**src/rtl/cve2_obi_arbiter.sv**
```systemverilog
// Shares one OBI memory port between instruction fetch and LSU; responses are routed back in order
// via a source-tag FIFO. Define CVE2_OBI_ARB_RR_EN for round-robin arbitration instead of data-first.
module cve2_obi_arbiter #(
  parameter int unsigned MaxOutstanding = 2,
  parameter int unsigned AddrWidth      = 32
) (
  input  logic                 clk_i,
  input  logic                 rst_ni,
  input  logic                 instr_req_i,
  output logic                 instr_gnt_o,
  input  logic [AddrWidth-1:0] instr_addr_i,
  output logic                 instr_rvalid_o,
  output logic [31:0]          instr_rdata_o,
  output logic                 instr_err_o,
  input  logic                 data_req_i,
  output logic                 data_gnt_o,
  input  logic                 data_we_i,
  input  logic [3:0]           data_be_i,
  input  logic [AddrWidth-1:0] data_addr_i,
  input  logic [31:0]          data_wdata_i,
  output logic                 data_rvalid_o,
  output logic [31:0]          data_rdata_o,
  output logic                 data_err_o,
  output logic                 mem_req_o,
  input  logic                 mem_gnt_i,
  output logic                 mem_we_o,
  output logic [3:0]           mem_be_o,
  output logic [AddrWidth-1:0] mem_addr_o,
  output logic [31:0]          mem_wdata_o,
  input  logic                 mem_rvalid_i,
  input  logic [31:0]          mem_rdata_i,
  input  logic                 mem_err_i
);

  localparam int unsigned CntW = $clog2(MaxOutstanding + 1);
  localparam int unsigned PtrW = (MaxOutstanding > 1) ? $clog2(MaxOutstanding) : 1;
  localparam logic [CntW-1:0] CntMax  = CntW'(MaxOutstanding);
  localparam logic [PtrW-1:0] PtrLast = PtrW'(MaxOutstanding - 1);

  logic [CntW-1:0]           cnt_q, cnt_d;
  logic [MaxOutstanding-1:0] tag_q, tag_d;
  logic [PtrW-1:0]           wr_ptr_q, wr_ptr_d, rd_ptr_q, rd_ptr_d;
  logic                      lock_q, lock_d, lock_src_q, lock_src_d;
  logic                      full, any_req, sel_data, push, pop, head_tag;

`ifdef CVE2_OBI_ARB_RR_EN
  logic rr_last_q;

  always_ff @(posedge clk_i or negedge rst_ni) begin
    if (!rst_ni) begin
      rr_last_q <= 1'b0;
    end else if (push) begin
      rr_last_q <= sel_data;
    end
  end
`endif

  assign full     = (cnt_q == CntMax);
  assign any_req  = instr_req_i | data_req_i;
  assign head_tag = tag_q[rd_ptr_q];

  // A locked source keeps the port until granted so its address stays stable.
  always_comb begin
    sel_data = 1'b0;
    if (lock_q) begin
      sel_data = lock_src_q;
    end else if (instr_req_i && data_req_i) begin
`ifdef CVE2_OBI_ARB_RR_EN
      sel_data = ~rr_last_q;
`else
      sel_data = 1'b1;
`endif
    end else begin
      sel_data = data_req_i;
    end
  end

  assign mem_req_o   = any_req & ~full;
  assign mem_we_o    = mem_req_o & sel_data & data_we_i;
  assign mem_be_o    = !mem_req_o ? 4'h0 : (sel_data ? data_be_i : 4'hF);
  assign mem_addr_o  = !mem_req_o ? '0 : (sel_data ? data_addr_i : instr_addr_i);
  assign mem_wdata_o = (mem_req_o && sel_data) ? data_wdata_i : 32'h0;

  assign push        = mem_req_o & mem_gnt_i;
  assign pop         = mem_rvalid_i & (cnt_q != '0);
  assign instr_gnt_o = push & ~sel_data;
  assign data_gnt_o  = push & sel_data;

  assign instr_rvalid_o = pop & ~head_tag;
  assign data_rvalid_o  = pop & head_tag;
  assign instr_err_o    = instr_rvalid_o & mem_err_i;
  assign data_err_o     = data_rvalid_o & mem_err_i;
  assign instr_rdata_o  = mem_rdata_i;
  assign data_rdata_o   = mem_rdata_i;

  always_comb begin
    cnt_d      = cnt_q;
    tag_d      = tag_q;
    wr_ptr_d   = wr_ptr_q;
    rd_ptr_d   = rd_ptr_q;
    lock_d     = lock_q;
    lock_src_d = lock_src_q;
    case ({push, pop})
      2'b10:   cnt_d = cnt_q + CntW'(1);
      2'b01:   cnt_d = cnt_q - CntW'(1);
      default: cnt_d = cnt_q;
    endcase
    if (push) begin
      tag_d[wr_ptr_q] = sel_data;
      wr_ptr_d        = (wr_ptr_q == PtrLast) ? '0 : wr_ptr_q + PtrW'(1);
    end
    if (pop) begin
      rd_ptr_d = (rd_ptr_q == PtrLast) ? '0 : rd_ptr_q + PtrW'(1);
    end
    if (push) begin
      lock_d = 1'b0;
    end else if (mem_req_o) begin
      lock_d     = 1'b1;
      lock_src_d = sel_data;
    end
  end

  always_ff @(posedge clk_i or negedge rst_ni) begin
    if (!rst_ni) begin
      cnt_q      <= '0;
      tag_q      <= '0;
      wr_ptr_q   <= '0;
      rd_ptr_q   <= '0;
      lock_q     <= 1'b0;
      lock_src_q <= 1'b0;
    end else begin
      cnt_q      <= cnt_d;
      tag_q      <= tag_d;
      wr_ptr_q   <= wr_ptr_d;
      rd_ptr_q   <= rd_ptr_d;
      lock_q     <= lock_d;
      lock_src_q <= lock_src_d;
    end
  end

`ifndef SYNTHESIS
  a_known: assert property (@(posedge clk_i) disable iff (!rst_ni)
    !$isunknown({instr_req_i, data_req_i, mem_gnt_i, mem_rvalid_i}));
  a_one_gnt: assert property (@(posedge clk_i) disable iff (!rst_ni)
    !(instr_gnt_o && data_gnt_o));
  a_no_overflow: assert property (@(posedge clk_i) disable iff (!rst_ni)
    cnt_q <= CntMax);
  // A stray response is dropped in hardware; flag it without stopping simulation.
  a_no_underflow: assert property (@(posedge clk_i) disable iff (!rst_ni)
    mem_rvalid_i |-> (cnt_q != '0))
    else $warning("mem_rvalid_i received with no outstanding transaction");
  a_lock_hold: assert property (@(posedge clk_i) disable iff (!rst_ni)
    lock_q |-> (lock_src_q ? data_req_i : instr_req_i));
`endif

endmodule

```
**config.mk**
```make
export PLATFORM = sky130hd
export DESIGN_NAME = cve2_obi_arbiter
export DESIGN_NICKNAME = d
export VERILOG_FILES = /design/src/rtl/cve2_obi_arbiter.sv
export SDC_FILE = /design/constraint.sdc
export NUM_CORES = 1
export LEC_CHECK = 0
export CORE_AREA = 2 2 109 111
export CTS_CLUSTER_DIAMETER = 80
export CTS_CLUSTER_SIZE = 30
export DETAILED_ROUTE_END_ITERATION = 12
export DIE_AREA = 0 0 111 113
export SYNTH_ARGS = -nofsm -noshare
export SYNTH_HDL_FRONTEND = slang
export SYNTH_SLANG_ARGS = --single-unit
```
**constraint.sdc**
```tcl
create_clock -name clk_i -period 3.71 [get_ports clk_i]
set_input_delay 0.371 -clock clk_i [delete_from_list [all_inputs] [get_ports clk_i]]
set_output_delay 0.371 -clock clk_i [all_outputs]
set_load 0.03 [all_outputs]
```
==> flow_metrics.env, run 1 <==
export IMPL_cts_tree="yes"
export IMPL_synth_common_cells="buf_4 (71), nand2_1 (67), and2_1 (35)"
export IMPL_synth_area_per_cell_um2=6.44
export IMPL_fin_crit_sh_pct=77.5
export IMPL_ys_top_cells_by_area="buf_4 (32%), nand2_1 (15%), and2_1 (13%)"
export IMPL_dp_hpwl_mm=5.57
export IMPL_vias_per_cell=3.86
export IMPL_antenna_found_initial=0
export IMPL_cts_sinks=8
export IMPL_worst_slew_pin_slew_ns=0.442
export IMPL_clk_latency_ns=0.23
export IMPL_route_detailed_drc=0
export IMPL_grt_pass1_vias=1979
export IMPL_max_cap_violations=0
export IMPL_worstPathMaxFanout=33
export IMPL_required_ns=3.34
export IMPL_setup_viol=0
export IMPL_grt_overflow=0
export IMPL_numCtsBuffers=3
export IMPL_synth_async_reset_ratio_pct=100
export IMPL_cts_hold_buf=0
export IMPL_synth_seq_cells=8
export IMPL_cp_end_kind="output pin"
export IMPL_ioPinCount=280
export IMPL_r2r_slack_ns=2.13
export IMPL_grt_pass1_wl_mm=10.6
export IMPL_rsz0062_at_grt="no"
export IMPL_p_leak_uw=0.00125
export IMPL_place_congestion=0.760
export IMPL_hp_class="in2async"
export IMPL_drt_iter0_drc=102
export IMPL_route_vias_total=1995
export IMPL_die_x_um=111
export IMPL_fin_cells=517
export IMPL_dieHeight_um=113
export IMPL_yosysSeqAreaShare_pct=11.9
export IMPL_ys_types=25
export IMPL_area_growth_pct=92.2
export IMPL_start_util_pct=14.9
export IMPL_final_nets=517
export IMPL_drt_first_pass_iters=4
export IMPL_grt_util_all_layers_pct=10.2
export IMPL_syn_inst=261
export IMPL_diodes=0
export IMPL_clockRootBuffer="clkbuf_16"
export IMPL_yosysTopAreaCellShare_pct=31.7
export IMPL_ys_flop_type="dfrtp_1"
export IMPL_worstSetupPathType="in2out"
export IMPL_syn_area_um2=1680
export IMPL_synth_most_common_cell="buf_4"
export IMPL_ant_nets=0
export IMPL_grt_max_degree=40
export IMPL_synth_top_cell_by_area="buf_4"
export IMPL_hold_viol=0
export IMPL_dieArea_um2=12500
export IMPL_fin_setup_tns_ns=0
export IMPL_post_cts_buffers=0
export IMPL_critPathArrivalTime_ns=2.50
export IMPL_htreeDepth=1
export IMPL_startpoint_type="input port"
export IMPL_min_period_ns=2.87
export IMPL_layout_drive_gt1_share_pct=3.48
export IMPL_fin_skew_ns=0.00450
export IMPL_cts_resized=0
export IMPL_dp_cells=514
export IMPL_vdd_drop_max_uv=299
export IMPL_clock_tree_buffer_depth=2
export IMPL_routed_wirelength_mm=6.93
export IMPL_drv_slew=0
export IMPL_synth_edf_count=0
export IMPL_syn_nets=402
export IMPL_path_clk_slew_ns=0.04
export IMPL_coreArea_um2=11300
export IMPL_wl_per_cell_um=13.4
export IMPL_status="completed"
export IMPL_port_buffers=183
export IMPL_p_per_area_nw_per_um2=739
export IMPL_yosysWarnings=0
export IMPL_slew_headroom_pct=70.5
export IMPL_max_freq_mhz=348
export IMPL_core_rowCount=39
==> final cells by class <==
type                            count  area, µm²
Fill cell                        1214       8040
Timing Repair Buffer              188       1870
Multi-Input combinational cell    173        898
Sequential cell                     8        200
Tap cell                          143        179
Clock buffer                        3       75.1
Inverter                            2       7.51
==> report_power, final <==
part,internal [µW],switching (µW),leakage [µW]
Combinational,849,1180,0.00112
Sequential,132,46.9,0.0000946
Clock,139,42.9,0.0000370
Total,1120,1270,0.00125
==> cells by family (layout without fill, tap and decap cells) <==
logic type / after synthesis / after routing / share of synthesized area, %
xor gates and xnor gates: 5 / 5 / 2.61
muxes: 3 / 3 / 1.86
adders and majority gates: 1 / 1 / 0.744
DFF: 8 / 8 / 11.9
AOI/OAI and AO/OA: 41 / 41 / 13.1
buffers and inverters: 80 / 193 / 35.4
and+or+nand+nor: 123 / 123 / 34.4
==> per-stage QoR <==
stage | cell area (µm²) | hold WS (ns) | worst slack (ns) | power, µW | util [%]
3_5_place_dp | 3150 | 0.487 | 0.820 | 2230 | 28.0
5_1_grt | 3230 | 0.444 | 0.659 | 2550 | 28.6
3_3_place_gp | 3150 | 0.485 | 0.882 | 2210 | 28.0
2_1_floorplan | 1680 | 0.0754 | 1.84 | 1550 | -
4_1_cts | 3230 | 0.432 | 0.814 | 2430 | 28.6
6_report | 3230 | 0.424 | 0.835 | 2390 | 28.6
==> worst max-delay path, cell delays in order <==
cell and delay (ns):
clkdlybuf4s50_1 0.57, mux2_2 0.19, buf_4 0.35, nand2_1 0.10
a21oi_1 0.19, clkdlybuf4s50_1 0.70
==> sequential cells by signal, indices dropped and copies added (netlist names) <==
| signal | count |
|---|---|
| cnt_q | 2 |
| lock_q | 1 |
| lock_src_q | 1 |
| rd_ptr_q | 1 |
| tag_q | 2 |
| wr_ptr_q | 1 |
==> layout by cell type, fill, tap and decap left out, drive strengths merged <==
cell type and instances:
clkdlybuf4s50 183, and2 35, or2 1, nand3 1
a21oi 33, nand2b 1, xnor2 4, mux2 1
xor2 1, dfrtp 8, mux2i 2, nor3 1
inv 2, and3 1, nor2b 3, o21ai 1
clkbuf 3, buf 5, ha 1, o31ai 4
o21a 1, nor2 13, a31oi 2, nand2 67
==> final timing paths <==
path | startpoint | to | cells after the start
max | data_req_i | mem_addr_o[18] | 6
min | rst_ni | lock_q | 1
max reg2reg | cnt_q[0] | cnt_q[1] | 5
min reg2reg | rd_ptr_q | rd_ptr_q | 1
max in group asynchronous | rst_ni | tag_q[1] | 1
min in group clk_i | rd_ptr_q | rd_ptr_q | 1
==> layer usage <==
metal	global-route usage, %	vias to the layer above	wire length, µm
li1	-	987	-
met1	12.4	883	2900
met2	17.9	102	3390
met3	3.16	23	556
met4	2.17	0	94
met5	0	-	0
Power figures use the tool's default switching activity.
==> inputs of run 2 (changes only) <==
- CORE_AREA: 2 2 109 111 -> 2 2 108 110
- DIE_AREA: 0 0 111 113 -> 0 0 110 112
- clock period: 3.71 -> 2.9 ns (I/O delays scaled with it)
==> flow_metrics.env, run 2 (synthesized netlist as in run 1, its figures left out) <==
export IMPL_status="completed"
export IMPL_r2r_slack_ns=1.29
export IMPL_worstPathMaxFanout=34
export IMPL_drt_iter0_drc=84
export IMPL_wl_per_cell_um=12.1
export IMPL_route_vias_total=1956
export IMPL_vdd_drop_max_uv=333
export IMPL_cts_resized=0
export IMPL_worst_path_buf_inv=3
export IMPL_top_layer="met4"
export IMPL_finalInstanceArea_um2=3150
export IMPL_dieArea_um2=12300
export IMPL_reg_top3="cnt_q (2), tag_q (2)"
export IMPL_startpoint_type="input port"
export IMPL_clock_tree_buffer_depth=2
export IMPL_critPathMaxStageDelay_ns=0.68
export IMPL_numCtsBuffers=3
export IMPL_hold_viol=0
export IMPL_worstSetupPathType="in2out"
export IMPL_fin_hold_ws_ns=0.341
export IMPL_r2r_end="cnt_q[1]"
export IMPL_dp_slack_ns=0.400
export IMPL_grt_util_all_layers_pct=8.86
export IMPL_cp_end_kind="output pin"
export IMPL_wl_met2_mm=3.12
export IMPL_crit_cells=6
export IMPL_min_period_ns=2.50
export IMPL_wl_met3_um=725
export IMPL_required_ns=2.61
export IMPL_vias_per_cell=3.78
export IMPL_cp_cell_sequence="clkdlybuf4s50_1, a21oi_1, nor3_4, buf_4, and2_1, clkdlybuf4s50_1"
export IMPL_layout_drive_gt1_share_pct=12.0
export IMPL_dp_hpwl_mm=5.14
export IMPL_die_x_um=110
export IMPL_dieHeight_um=112
export IMPL_drt_met1_wl_mm=2.39
export IMPL_p_per_area_nw_per_um2=945
export IMPL_core_rowCount=39
export IMPL_grt_pass1_vias=1762
export IMPL_antenna_found_initial=0
export IMPL_cts_sinks=8
export IMPL_ioPinCount=280
export IMPL_p_leak_uw=0.00130
export IMPL_port_buffers=183
export IMPL_worst_slew_pin_slew_ns=0.485
export IMPL_grt_pass1_wl_mm=8.69
export IMPL_setup_viol=0
export IMPL_final_nets=517
export IMPL_max_cap_violations=0
export IMPL_fin_ws_ns=0.400
export IMPL_diodes=0
export IMPL_routed_wirelength_mm=6.27
export IMPL_ant_nets=0
export IMPL_coreArea_um2=11200
export IMPL_clockRootBuffer="clkbuf_16"
export IMPL_cts_tree="yes"
export IMPL_route_detailed_drc=0
export IMPL_fin_skew_ns=0.00189
export IMPL_place_congestion=0.710
export IMPL_cpMaxStageDelayCell="clkdlybuf4s50_1"
export IMPL_final_cell_mix="clkdlybuf4s50_1 (151), nand2_1 (67), buf_4 (37), and2_1 (35), a21oi_1 (33)"
export IMPL_start_util_pct=15.0
export IMPL_grt_max_degree=35
export IMPL_crit_path_frequent_cell="clkdlybuf4s50_1"
export IMPL_crit_start="data_req_i"
export IMPL_r2r_start="cnt_q[0]"
export IMPL_post_cts_buffers=0
export IMPL_critical_path_top_delay_family="buffers and inverters"
export IMPL_drt_first_pass_iters=4
export IMPL_area_growth_pct=87.4
export IMPL_fin_setup_tns_ns=0
export IMPL_hp_class="in2async"
export IMPL_rsz0062_at_grt="no"
export IMPL_fin_util_pct=28.2
export IMPL_cts_hold_buf=0
export IMPL_grt_overflow=0
export IMPL_seqCellArea_um2=200
export IMPL_max_freq_mhz=400
export IMPL_drv_slew=0
export IMPL_slew_headroom_pct=67.0
export IMPL_clk_latency_ns=0.23
export IMPL_r2r_cells=5
export IMPL_fin_crit_sh_pct=86.2
export IMPL_critPathArrivalTime_ns=2.21
export IMPL_endpoint="mem_wdata_o[3]"
export IMPL_layout_commonest_cell="clkdlybuf4s50_1"
export IMPL_multi_input_comb_area_um2=898
export IMPL_htreeDepth=1
export IMPL_placed_cell_area_um2=3070
export IMPL_n_fill_cell=1212
export IMPL_path_clk_slew_ns=0.04
==> run 2: worst min path at each step <==
stage / startpoint / endpoint / cells after the start
floorplan: rst_ni / cnt_q[0] / 0
global placement: rd_ptr_q / rd_ptr_q / 1
detailed placement: wr_ptr_q / wr_ptr_q / 1
CTS: rst_ni / lock_q / 1
global route: rst_ni / lock_src_q / 1
finish: rst_ni / lock_q / 1
==> run 2: stage by stage <==
step / std cells / power [µW]
after floorplan: 261 / 1990
after global placement: 514 / 2750
after detailed placement: 514 / 2780
after CTS: 517 / 3020
after global routing: 517 / 3170
final: 517 / 2970
==> run 2: cell type report <==
cell class | count | area share (%)
clock buffer | 3 | 2.38
inverter | 2 | 0.238
multi-input combinational | 173 | 28.5
sequential | 8 | 6.36
tap | 143 | 5.68
timing repair buffer | 188 | 56.8
==> run 2: power by group <==
part           leakage [µW]  internal, µW  switching (µW)
Combinational       0.00117          1010            1500
Clock             0.0000370           178            53.0
Sequential        0.0000946           169            60.6
Total               0.00130          1360            1620
==> run 2: per-layer routing <==
| metal | track usage, % | up-vias |
|---|---|---|
| met5 | 0 | - |
| met4 | 1.43 | 0 |
| met3 | 2.93 | 5 |
| met2 | 16.2 | 102 |
| met1 | 9.98 | 859 |
| li1 | - | 990 |
==> inputs of run 3 (changes only) <==
- SLEW_MARGIN: not set -> 20
==> results of run 3 <==
The final DEF is identical to that of run 2; final timing and power are the same.
